[config.mk]
export PLATFORM = sky130hd
export DESIGN_NAME = uart_rx_core
export DESIGN_NICKNAME = d
export VERILOG_FILES = /design/src/rtl/uart_rx_core.sv
export SDC_FILE = /design/constraint.sdc
export NUM_CORES = 1
export LEC_CHECK = 0
export CORE_MARGIN = 10
export CORE_UTILIZATION = 30
export CTS_CLUSTER_SIZE = 28
export DETAILED_ROUTE_END_ITERATION = 10
export GPL_ROUTABILITY_DRIVEN = 1
export PLACE_DENSITY = 0.6
export SETUP_SLACK_MARGIN = 0.2
export SLEW_MARGIN = 5
export SYNTH_ARGS = -nofsm -noshare
export SYNTH_HDL_FRONTEND = slang
export SYNTH_SLANG_ARGS = --single-unit
[constraint.sdc]
create_clock -name clk_sis -period 1.55 [get_ports clk_sis]
set_input_delay 0.155 -clock clk_sis [delete_from_list [all_inputs] [get_ports clk_sis]]
set_output_delay 0.155 -clock clk_sis [all_outputs]
set_load 0.01 [all_outputs]
[src/rtl/uart_rx_core.sv]
// uart_rx_core: 8N1 serial receiver on clk_sis with a valid/ack byte handshake.
// The bit timing comes from a CLKS_PER_BIT divider; all decisions use the synchronised rx_s.
module uart_rx_core #(
    parameter int CLKS_PER_BIT = 16,
    parameter int DATA_BITS    = 8
) (
    input  logic                 clk_sis,
    input  logic                 rst,
    input  logic                 rx,
    input  logic                 rd_ack,
    output logic [DATA_BITS-1:0] data_out,
    output logic                 data_valid,
    output logic                 frame_err,
    output logic                 overrun_err,
    output logic                 busy
);

    localparam int CW = $clog2(CLKS_PER_BIT);
    localparam int BW = $clog2(DATA_BITS + 1);
    localparam logic [CW-1:0] HALF_LAST = CW'(CLKS_PER_BIT / 2 - 1);
    localparam logic [CW-1:0] FULL_LAST = CW'(CLKS_PER_BIT - 1);
    localparam logic [BW-1:0] LAST_BIT  = BW'(DATA_BITS - 1);

    typedef enum logic [2:0] {
        S_IDLE,
        S_START,
        S_DATA,
        S_STOP,
        S_BREAK
    } state_t;

    state_t               state, state_n;
    logic                 rx_meta, rx_s;
    logic [1:0]           primed;
    logic                 armed;
    logic [CW-1:0]        clk_cnt, clk_cnt_n;
    logic [BW-1:0]        bit_cnt, bit_cnt_n;
    logic [DATA_BITS-1:0] shift, shift_n;
    logic                 load_req, ferr_req, load_q;

    // Two-flop synchroniser; armed is set only once rx_s is known to reflect the
    // real line (primed) and is high, so a line held low through reset is not
    // mistaken for a start edge.
    always_ff @(posedge clk_sis or negedge rst) begin
        if (!rst) begin
            rx_meta <= 1'b1;
            rx_s    <= 1'b1;
            primed  <= '0;
            armed   <= 1'b0;
        end else begin
            rx_meta <= rx;
            rx_s    <= rx_meta;
            primed  <= {primed[0], 1'b1};
            if (primed[1] && rx_s)
                armed <= 1'b1;
        end
    end

    // FSM state, bit-timing counters and the receive shift register.
    always_ff @(posedge clk_sis or negedge rst) begin
        if (!rst) begin
            state   <= S_IDLE;
            clk_cnt <= '0;
            bit_cnt <= '0;
            shift   <= '0;
        end else begin
            state   <= state_n;
            clk_cnt <= clk_cnt_n;
            bit_cnt <= bit_cnt_n;
            shift   <= shift_n;
        end
    end

    // Next-state logic: mid-bit sampling of start, data and stop bits.
    always_comb begin
        state_n   = state;
        clk_cnt_n = clk_cnt + CW'(1);
        bit_cnt_n = bit_cnt;
        shift_n   = shift;
        load_req  = 1'b0;
        ferr_req  = 1'b0;
        case (state)
            S_IDLE: begin
                clk_cnt_n = '0;
                bit_cnt_n = '0;
                if (armed && !rx_s)
                    state_n = S_START;
            end
            S_START: begin
                if (clk_cnt == HALF_LAST) begin
                    clk_cnt_n = '0;
                    state_n   = rx_s ? S_IDLE : S_DATA;
                end
            end
            S_DATA: begin
                if (clk_cnt == FULL_LAST) begin
                    clk_cnt_n = '0;
                    shift_n   = {rx_s, shift[DATA_BITS-1:1]};
                    bit_cnt_n = bit_cnt + BW'(1);
                    if (bit_cnt == LAST_BIT)
                        state_n = S_STOP;
                end
            end
            S_STOP: begin
                if (clk_cnt == FULL_LAST) begin
                    clk_cnt_n = '0;
                    if (rx_s) begin
                        load_req = 1'b1;
                        state_n  = S_IDLE;
                    end else begin
                        ferr_req = 1'b1;
                        state_n  = S_BREAK;
                    end
                end
            end
            S_BREAK: begin
                clk_cnt_n = '0;
                if (rx_s)
                    state_n = S_IDLE;
            end
            default: state_n = S_IDLE;
        endcase
    end

    // Output register: load a good byte one cycle after mid-stop, handle ack/overrun.
    always_ff @(posedge clk_sis or negedge rst) begin
        if (!rst) begin
            load_q      <= 1'b0;
            frame_err   <= 1'b0;
            data_out    <= '0;
            data_valid  <= 1'b0;
            overrun_err <= 1'b0;
        end else begin
            load_q    <= load_req;
            frame_err <= ferr_req;
            if (load_q) begin
                data_out   <= shift;
                data_valid <= 1'b1;
                if (rd_ack)
                    overrun_err <= 1'b0;
                else if (data_valid)
                    overrun_err <= 1'b1;
            end else if (rd_ack && data_valid) begin
                data_valid  <= 1'b0;
                overrun_err <= 1'b0;
            end
        end
    end

    // Busy whenever a frame (or a held-low break) is in progress.
    always_comb begin
        busy = (state != S_IDLE);
    end

endmodule

; ---- After elaboration in Yosys (flattened, before gate mapping)
; Index checks and enable logic that the tools add are counted.
; Widths: inputs -> output; s select.
[op_classes]
order_cmp = 0
reduce_logical = 14
n_bitwise = 0
eq_ne = 14
n_mul = 0
mux = 25
n_addsub = 2
div = 0
shifts = 0
[op_table]
columns = cell, n
row1 = $mux 3, 7
row2 = $pmux 3 s5, 1
row3 = $mux 4, 3
row4 = $ne 2x2->1 const B, 6
row5 = $pmux 4 s3, 1
row6 = $mux 1, 11
row7 = $add 4x1->4 const B, 2
row8 = $eq 4x3->1 const B, 2
row9 = $pmux 4 s2, 1
row10 = $eq 3x2->1 const B, 2
row11 = $reduce_and 2->1, 3
row12 = $reduce_and 6->1, 1
row13 = $eq 4x4->1 const B, 1
row14 = $reduce_bool 2->1, 2
row15 = $reduce_or 2->1, 2
row16 = $eq 3x1->1 const B, 1
row17 = $eq 3x3->1 const B, 1
row18 = $logic_and 1x1->1, 3
row19 = $logic_not 3->1, 1
row20 = $ne 3x3->1 const B, 1
row21 = $reduce_bool 3->1, 1
row22 = $mux 2, 1
row23 = $logic_not 1->1, 1
[totals]
output_inout_bits = 12
mem_bits_rw = 0
latch_bits = 0
inputBits = 4
memories = 0
ff_bits = 36
rom_bits = 0

; ---- Depth between registers and ports, before layout
[logic_depth]
depth_word = 4
depth_mapped = 5
depth_no_buf = 4

; ---- Worst setup path before layout
; Ideal clock, no wire load.
[synth_timing]
path_kind = register to register
from = register clk_cnt[0]
to = register shift[1]
required_ps = 1425
arrival_ps = 1385
slack_ps = 40
period_less_slack_ps = 1510
path_buffers = 0
stages_incl_launch_ff = 5
setup_time_ps = 125
cell_sequence = dfrtp_1 > ha_1 > nand4b_4 > nor2_4 > mux2_2
[synth_via]
elab_chain_len = 2
[synth_lines]
columns = element, line
row1 = start: declaration, 36  ; logic [CW-1:0] clk_cnt, clk_cnt_n;
row2 = start signal: assignment, 68  ; clk_cnt <= clk_cnt_n;
row3 = $eq 4x4->1, 96  ; if (clk_cnt == FULL_LAST) begin
row4 = $reduce_and 2->1 (no line), n/a
row5 = end signal: assignment, 70  ; shift <= shift_n;
row6 = end: declaration, 38  ; logic [DATA_BITS-1:0] shift, shift_n;
; Every way passes these cells.
; A chain may end at the register's enable or synchronous reset.

; ---- Worst setup path after layout
[layout_timing]
from = register clk_cnt[0]
to = register shift[0]
; Same word-level chain as after synthesis.

==> flow_summary.yaml <==
status:
  outcome: "finished clean"
sta:
  slew_viol_final: 0
  fin_ws_ns: 0.117
  rsz0062_at_grt: "true"
  period_minus_slack_ns: 1.43
  setup_viol: 0
  finalHoldViolations: 0
  fin_skew_ns: 0.00570
  period_share: 0.924
  final.setup.tns_ns: 0
  fmax_mhz: 698
setup_path:
  rrSetupSlack_ns: 0.12
  path_cells: "ha_4 > nand4b_4 > nor2_4 > mux2_4"
  crit_required_ns: 1.72
  crit_fanout: 6
  rr_endpoint: "shift[0]$_DFFE_PN0P_"
  cp-end-kind: "flip-flop"
  crit_slowest_cell: "dfrtp_1"
  max_stage_delay_ns: 0.40
  r2r_cells: 4
  critPathKind: "reg -> reg"
  crit_path_start_kind: "flip-flop"
  reg2reg_from: "clk_cnt[0]$_DFF_PN0_"
  crit_arrival_ns: 1.60
final_layout:
  final_cell_mix: "dfrtp_1 (34), buf_4 (11), nor2_1 (10)"
  fin_nets: 154
  final_common_cell: "dfrtp_1"
  drive_above_1_share: 0.356
  n_antenna_cell: 0
  fillers: 425
  fin_cells: 203
  syn2layout_area_growth_pct: 38.7
global_route:
  grt_pass1_vias: 1020
  grt_max_degree: 37
  gr-total-overflow: 0
  grt_pass1_wl_um: 4700
  grtUsageTotal: 0.0755
  antenna_found_initial: 0
cts:
  numCtsBuffers: 5
  clock_latency_ns: 0.29
  tritoncts: "done"
  cts_sinks: 36
  clock_path_buffers: 2
  cts-root-buf: "clkbuf_8"
  htreeDepth: 2
  hold_buffers: 0
  path_clk_slew_ns: 0.07
synthesis:
  synth_edf_count: 0
  avgSynthCellArea_um2: 12.8
  ys_types: 29
  ys_ff_latch: 36
  synth_area_um2: 1450
  syn_inst: 113
  async_flop_share: 1.00
  seq_area_frac_synth: 0.623
  yosysWarnings: 0
  syn_nets: 119
  ys.flop_type: "dfrtp_1"
routing:
  vias: 960
  vias_per_cell: 4.73
  ant_nets: 0
  wirelength_um: 2780
  drc: 0
  wire_per_inst_um: 13.7
  dr.pass1.iters: 4
  dr.first_iter.drc_count: 55
die:
  num_io_pins: 16
  die_h_um: 89.5
  die_area_um2: 8010
  coreArea_um2: 4690
  start_util: 0.309
  row_count: 25
  die_w_um: 89.5
placed_design:
  place_ws_ns: 0.00645
  globalplace.congestion: 0.792
  dp_hpwl_um: 1820
  port_buffers: 15
  placedCellCount: 185
pwr:
  switching_share: 0.282
  p_switching_mw: 0.725
  pwr-share-seq: 0.436
  cell_internal_pwr_mw: 1.84
  p_clk_frac: 0.309
  p_leak_nw: 1.05
  vdd_drop_max_mv: 0.441
  p_comb_frac: 0.254
  power_density_nw_per_um2: 1280
hold_path:
  hp-class: "in -> async"
job:
  maxCapViolations: 0
worst max path at each step:
stage | endpoint | depth (start not counted) | startpoint
finish | shift[0]$_DFFE_PN0P_ | 4 | clk_cnt[0]$_DFF_PN0_
global placement | shift[2]$_DFFE_PN0P_ | 4 | clk_cnt[0]$_DFF_PN0_
floorplan | shift[1]$_DFFE_PN0P_ | 4 | clk_cnt[0]$_DFF_PN0_
CTS | busy | 3 | state[0]$_DFFE_PN0P_
global route | shift[0]$_DFFE_PN0P_ | 4 | clk_cnt[0]$_DFF_PN0_
detailed placement | busy | 3 | state[2]$_DFFE_PN0P_
metrics by stage:
step	util	hold slack, ns	total power [mW]	cell area [um^2]
global placement	0.367	0.332	1.55	1720
detailed placement	0.367	0.345	1.58	1720
CTS	0.407	0.235	2.48	1910
floorplan	-	-0.141	1.41	1460
global route	0.429	0.248	2.71	2010
finish	0.429	0.235	2.57	2010
metal layers:
metal | vias up | track usage | wire, um
met1 | 477 | 0.0859 | 1210
met2 | 18 | 0.124 | 1380
met5 | - | 0 | 0
met3 | 7 | 0.0292 | 137
li1 | 458 | - | -
met4 | 0 | 0.0303 | 53
synth_stat cells (2+ instances only):
master / number / area [um^2]
or4_1: 2 / 15.0
a21oi_1: 4 / 20.0
nor2b_1: 2 / 12.5
mux2_2: 13 / 146
dfrtp_1: 34 / 851
nand2_1: 7 / 26.3
nand3_1: 3 / 15.0
a21o_1: 2 / 15.0
dfstp_2: 2 / 52.6
nor3_1: 2 / 10.0
nor2_1: 10 / 37.5
o21ai_0: 4 / 20.0
o31ai_1: 2 / 15.0
inv_1: 6 / 22.5
ha_1: 2 / 25.0
mux2i_1: 2 / 20.0
xor2_1: 2 / 17.5
mux2_1: 3 / 33.8
state kept, by name, summed over array words and instances, names as in the netlist, 2 cells and up:
name      cells
data_out      8
shift         8
bit_cnt       4
clk_cnt       4
state         3
primed        2
final cells by class:
cell class                 count  area (um^2)  area share
tap                           54         67.6      0.0336
timing repair buffer          29          290       0.144
clock inverter                 2         35.0      0.0174
inverter                       6         22.5      0.0112
multi-input combinational     70          621       0.308
sequential                    36          903       0.449
clock buffer                   6         72.6      0.0361
timing repair:
item,in CTS,in global routing
setup endpoints to repair,19,25
cloned,1,0
setup buffers,6,3
resized for setup,12,24
pin swaps,5,7
power by group through the flow:
stage	Clock (mW)	Combinational, mW	Sequential [mW]
5_1_grt	0.854	0.722	1.13
3_3_place_gp	0	0.427	1.13
4_1_cts	0.819	0.539	1.12
2_1_floorplan	0	0.285	1.12
6_report	0.794	0.653	1.12
3_5_place_dp	0	0.450	1.13
cells by family after synthesis:
| family | share of synthesized area |
|---|---|
| xor+xnor | 0.0181 |
| simple gates | 0.113 |
| other cells | 0.00259 |
| compound gates | 0.0664 |
| fa+ha+maj | 0.0173 |
| buf+inv | 0.0216 |
| flops | 0.623 |
| mux | 0.138 |
critical path: cells and delay by family, from the launching register on:
| kind | cells | cell delay [ns] |
|---|---|---|
| and+or+nand+nor | 2 | 0.42 |
| muxes | 1 | 0.33 |
| DFF | 1 | 0.40 |
| adders and majority gates | 1 | 0.17 |
No activity file was read; power rests on OpenSTA's default activity.
==> RTL change 1: new RTL, same flow settings <==
Register the output `frame_err` once more, with the module's reset; this adds one clock of latency there. The other outputs are not delayed to match.
--- a/src/rtl/uart_rx_core.sv
+++ b/src/rtl/uart_rx_core.sv
@@ -28,6 +28,8 @@
         S_STOP,
         S_BREAK
     } state_t;
+
+    logic frame_err_s0;
 
     state_t               state, state_n;
     logic                 rx_meta, rx_s;
@@ -126,13 +128,13 @@
     always_ff @(posedge clk_sis or negedge rst) begin
         if (!rst) begin
             load_q      <= 1'b0;
-            frame_err   <= 1'b0;
+            frame_err_s0 <= 1'b0;
             data_out    <= '0;
             data_valid  <= 1'b0;
             overrun_err <= 1'b0;
         end else begin
             load_q    <= load_req;
-            frame_err <= ferr_req;
+            frame_err_s0 <= ferr_req;
             if (load_q) begin
                 data_out   <= shift;
                 data_valid <= 1'b1;
@@ -152,5 +154,13 @@
         busy = (state != S_IDLE);
     end
 
+    always_ff @(posedge clk_sis or negedge rst) begin
+        if (!rst) begin
+            frame_err <= '0;
+        end else begin
+            frame_err <= frame_err_s0;
+        end
+    end
+
 endmodule
 
Check against the original RTL: no difference found for any inputs over 10 cycles, from zero or initial values and one cycle with rst low; that may be too few to reach the edited logic, so the function may still have changed.
==> RTL change 1 against the original RTL <==
  * Synthesized cell count down 0.88%
  * Area after synthesis grew 2.2%
  * Routed wire length grew 4.9%
  * Final area rose by 4.4%
  * Sequential share of layout area decreased by 0.65 points
  * Sequential cell count grew 1
  * Power up 6.8%
  * Hold slack better by 0.0024 ns
  * Worst setup slack better by 0.025 ns
==> RTL change 1: results (changes against the original RTL) <==
number of global-route vias before repair=1070 (+4.9%); length of the first detailed-routing pass in iterations=3 (-1); Synthesized Nets=118 (-0.84%); number of cells after detailed placement=197 (+6.5%); Critical Path Slowest Stage Cell=or4_4; leading post-synthesis cells by cell area=dfrtp_1 (59%), mux2_2 (12%), dfstp_2 (3.5%), mux2i_1 (2.0%), nor2_1 (1.8%); Placed Instance Area=1770 µm² (+3.0%); Tot GR Track Use=0.0747 (-0.000793); share of the synthesized area in compound gates (AO/OA/AOI/OAI)=0.0557 (-0.0107); Slowest Stage Delay on Critical Path=0.48 ns (+0.08 ns); syn avg cell area=13.2 µm² (+3.1%); share of synthesized area occupied by flip-flops and latches=0.627 (+0.00374); worst-path maximum fanout=5 (-1); count of buffers added by post-CTS timing repair for setup=9 (+3); Global Route met1 Usage=0.0793 (-0.00667); global-route wire length before repair=4910 µm (+4.4%); M1 WL=1290 µm (+7.4%); share of cells above drive strength 1=0.401 (+0.0456); leakage=1.08 nW (+2.3%); pin count of the biggest net entering global routing=38 (+2.7%); half-perimeter wire length of the detailed placement result=1820 µm (+0.14%); FILL cells=438 (+3.1%); Placement Setup Slack=0.0902 ns (+0.0837 ns); most common library cells after synthesis=dfrtp_1 (35), mux2_2 (16), nor2_1 (7); GRT met3 Usage=0.0308 (+0.00159); met2 Usage GRT=0.123 (-0.000606); final wirelength=2920 µm (+4.9%); number of instances resized during post-cts repair=17 (+5); wire length per cell after detailed routing=13.3 µm (-2.8%); Psw=751 µW (+3.6%); vias after detailed routing=994 (+3.5%); wire length on met3=114 µm (-17%); Cell Pwr Density=1300 nW/µm² (+2.3%); power dissipated in combinational cells=724 µW (+11%); Post-Synth XOR/XNOR Area=0.0177 (-0.000383); iteration-0 DRC count of the detailed router=34 (-38%); worst-case clock skew=0.00477 ns (-0.000929 ns); multiplexer fraction of the synthesized cell area=0.142 (+0.00384); result of the run=complete, no violations; Routability Congestion=0.771 (-2.6%)
## RTL change 1: cell count changes after synthesis, moves of 2 or more
cell and delta:
or3_1 +2, mux2_1 -3, o21ai_0 -3, mux2_2 +3, nor2b_1 -2, nor2_1 -3
## RTL change 1: final timing paths
check | startpoint | endpoint | slack (ns) | cells past startpoint
worst max-delay path | state[0] | bit_cnt[3] | 0.14 | 4
worst max register to register | state[0] | bit_cnt[3] | 0.14 | 4
max in group asynchronous | rst | rx_meta | 1.05 | 2
min in group clk_sis | rx | rx_meta | 0.28 | 1
worst min-delay path | rst | frame_err | 0.24 | 2
worst min register to register | frame_err_s0 | frame_err | 0.35 | 0
## RTL change 1: layout make-up
class                           count  area (µm²)  share of cell area
Sequential cell                    37         930               0.443
Inverter                            6        22.5              0.0107
Clock inverter                      2        37.5              0.0179
Tap cell                           67        83.8              0.0399
Multi-Input combinational cell     67         621               0.295
Clock buffer                        6        82.6              0.0393
Timing Repair Buffer               34         324               0.154
==> RTL change 2: new RTL, config.mk and constraints unchanged <==
Made on the original files. `DATA_BITS`: 8 -> 16.
--- a/src/rtl/uart_rx_core.sv
+++ b/src/rtl/uart_rx_core.sv
@@ -2,7 +2,7 @@
 // The bit timing comes from a CLKS_PER_BIT divider; all decisions use the synchronised rx_s.
 module uart_rx_core #(
     parameter int CLKS_PER_BIT = 16,
-    parameter int DATA_BITS    = 8
+    parameter int DATA_BITS    = 16
 ) (
     input  logic                 clk_sis,
     input  logic                 rst,
Interface: changed (resized data_out); port bits go from 16 to 24. The function was not compared with the original's and may differ.
==> RTL change 2 against the original RTL <==
  * Worst setup slack got worse by 0.078 ns
  * Die area grew 35%
  * Clock power grew 6.9%
  * Power rose by 26%
  * Critical path depth is 2 higher
  * Routed wire length is 44% higher
  * Final area up 48%
  * Area after synthesis rose by 46%
  * Critical endpoint is now state[0]
  * Sequential cell count grew 17
  * Sequential share of layout area shrank 0.29 points
==> RTL change 2: results (changes against the original RTL) <==
result of the run=complete, no violations; share of synthesized area occupied by flip-flops and latches=0.628 (+0.00471); Placed Instance Area=2580 µm² (+50%); iteration-0 DRC count of the detailed router=25 (-55%); worst-case clock skew=0.00432 ns (-0.00138 ns); leakage=1.52 nW (+44%); Routability Congestion=0.769 (-3.0%); number of nets in the layout=212 (+38%); pin count of the biggest net entering global routing=54 (+46%); most common library cells after synthesis=dfrtp_1 (51), mux2_2 (32), nand2_1 (7), nor2_1 (7), inv_1 (6); worst-path maximum fanout=2 (-4); Unique masters post-synth=35 (+21%); Hold Startpoint=rx; length of the first detailed-routing pass in iterations=4 (unchanged); Synth Warn #=0 (unchanged); share of the synthesized area in compound gates (AO/OA/AOI/OAI)=0.0402 (-0.0262); end of the worst register-to-register path=state[0]; Clock Pin Slew Worst Setup and Hold Paths=0.09 ns (+0.02 ns); min cycle time layout=1.51 ns (+0.0784 ns); worst hold path type=input port to register; vias after detailed routing=1329 (+38%); share of cells above drive strength 1=0.417 (+0.0618); half-perimeter wire length of the detailed placement result=2380 µm (+31%); Post-Synth XOR/XNOR Area=0.0124 (-0.00571); Placement Setup Slack=0.0245 ns (+0.0180 ns); Tot GR Track Use=0.0736 (-0.00191); leading post-synthesis cells by cell area=dfrtp_1 (60%), mux2_2 (17%), dfstp_2 (2.5%), mux2i_1 (1.9%), ha_1 (1.8%); global-route wire length before repair=6720 µm (+43%); worst flop-to-flop path startpoint=bit_cnt[0]; arrival time of the worst setup path=1.70 ns (+0.10 ns); Worst IR Drop VDD=694 µV (+57%); multiplexer fraction of the synthesized cell area=0.189 (+0.0511); cell count of the worst hold path=1; area share of fa/ha/maj cells after synthesis=0.0177 (+0.000474); Clock H-tree levels=2 (unchanged); count of port buffers added during placement=23 (+8); clock root buffer=clkbuf_8; biggest regs=data_out: 16 flops, shift: 16 flops, bit_cnt: 5 flops; wire length per cell after detailed routing=13.3 µm (-3.2%); Synthesized Nets=158 (+33%); r2r setup slk=0.04 ns (-0.08 ns); r2r worst-path depth=6 (+2); Critical path origin=bit_cnt[0]; number of global-route vias before repair=1394 (+37%)
## RTL change 2: where the power goes
part | switching [mW] | internal [mW] | total, mW
registers | 0.0737 | 1.47 | 1.54
logic | 0.368 | 0.471 | 0.838
clock network | 0.445 | 0.405 | 0.849
## RTL change 2: repair_timing
| item | 4_1_cts | 5_1_grt |
|---|---|---|
| buffers inserted | 15 | 1 |
| gates cloned | 1 | 1 |
| gates resized for setup | 30 | 25 |
| endpoints found under the hold margin | 51 | 0 |
| pin swaps | 5 | 3 |
| endpoints found under the setup margin | 39 | 31 |
| hold buffers | 1 | 0 |
## RTL change 2: layer usage
layer | vias up | share of wire | global-route usage
met3 | 4 | 0.047 | 0.0279
met4 | 0 | 0.0067 | 0.0219
met5 | - | 0 | 0
met2 | 23 | 0.46 | 0.105
met1 | 668 | 0.49 | 0.100
li1 | 634 | - | -
## RTL change 2: metrics by stage
stage          hold slack, ns  std cells
2_1_floorplan          -0.141        151
3_3_place_gp            0.171        275
3_5_place_dp            0.171        275
4_1_cts                 0.242        300
5_1_grt                 0.263        302
6_report                0.254        302
## RTL change 2: worst max-delay path by stage
stage	endpoint
after floorplan	shift[2]
after global placement	state[0]
after detailed placement	state[0]
after CTS	busy
after global routing	state[0]
final	state[0]
## RTL change 2: final cells by class
| class | instances | area, µm² |
|---|---|---|
| Clock inverter | 1 | 5.00 |
| Sequential cell | 53 | 1330 |
| Fill cell | 653 | 3850 |
| Timing Repair Buffer | 52 | 539 |
| Inverter | 6 | 22.5 |
| Clock buffer | 7 | 96.3 |
| Tap cell | 96 | 120 |
| Multi-Input combinational cell | 87 | 868 |
## RTL change 2: critical path: cells and delay by family, from the launching register on
family	cells	cell delay, ns
compound gates	2	0.44
fa+ha+maj	2	0.34
flops	1	0.40
simple gates	2	0.22
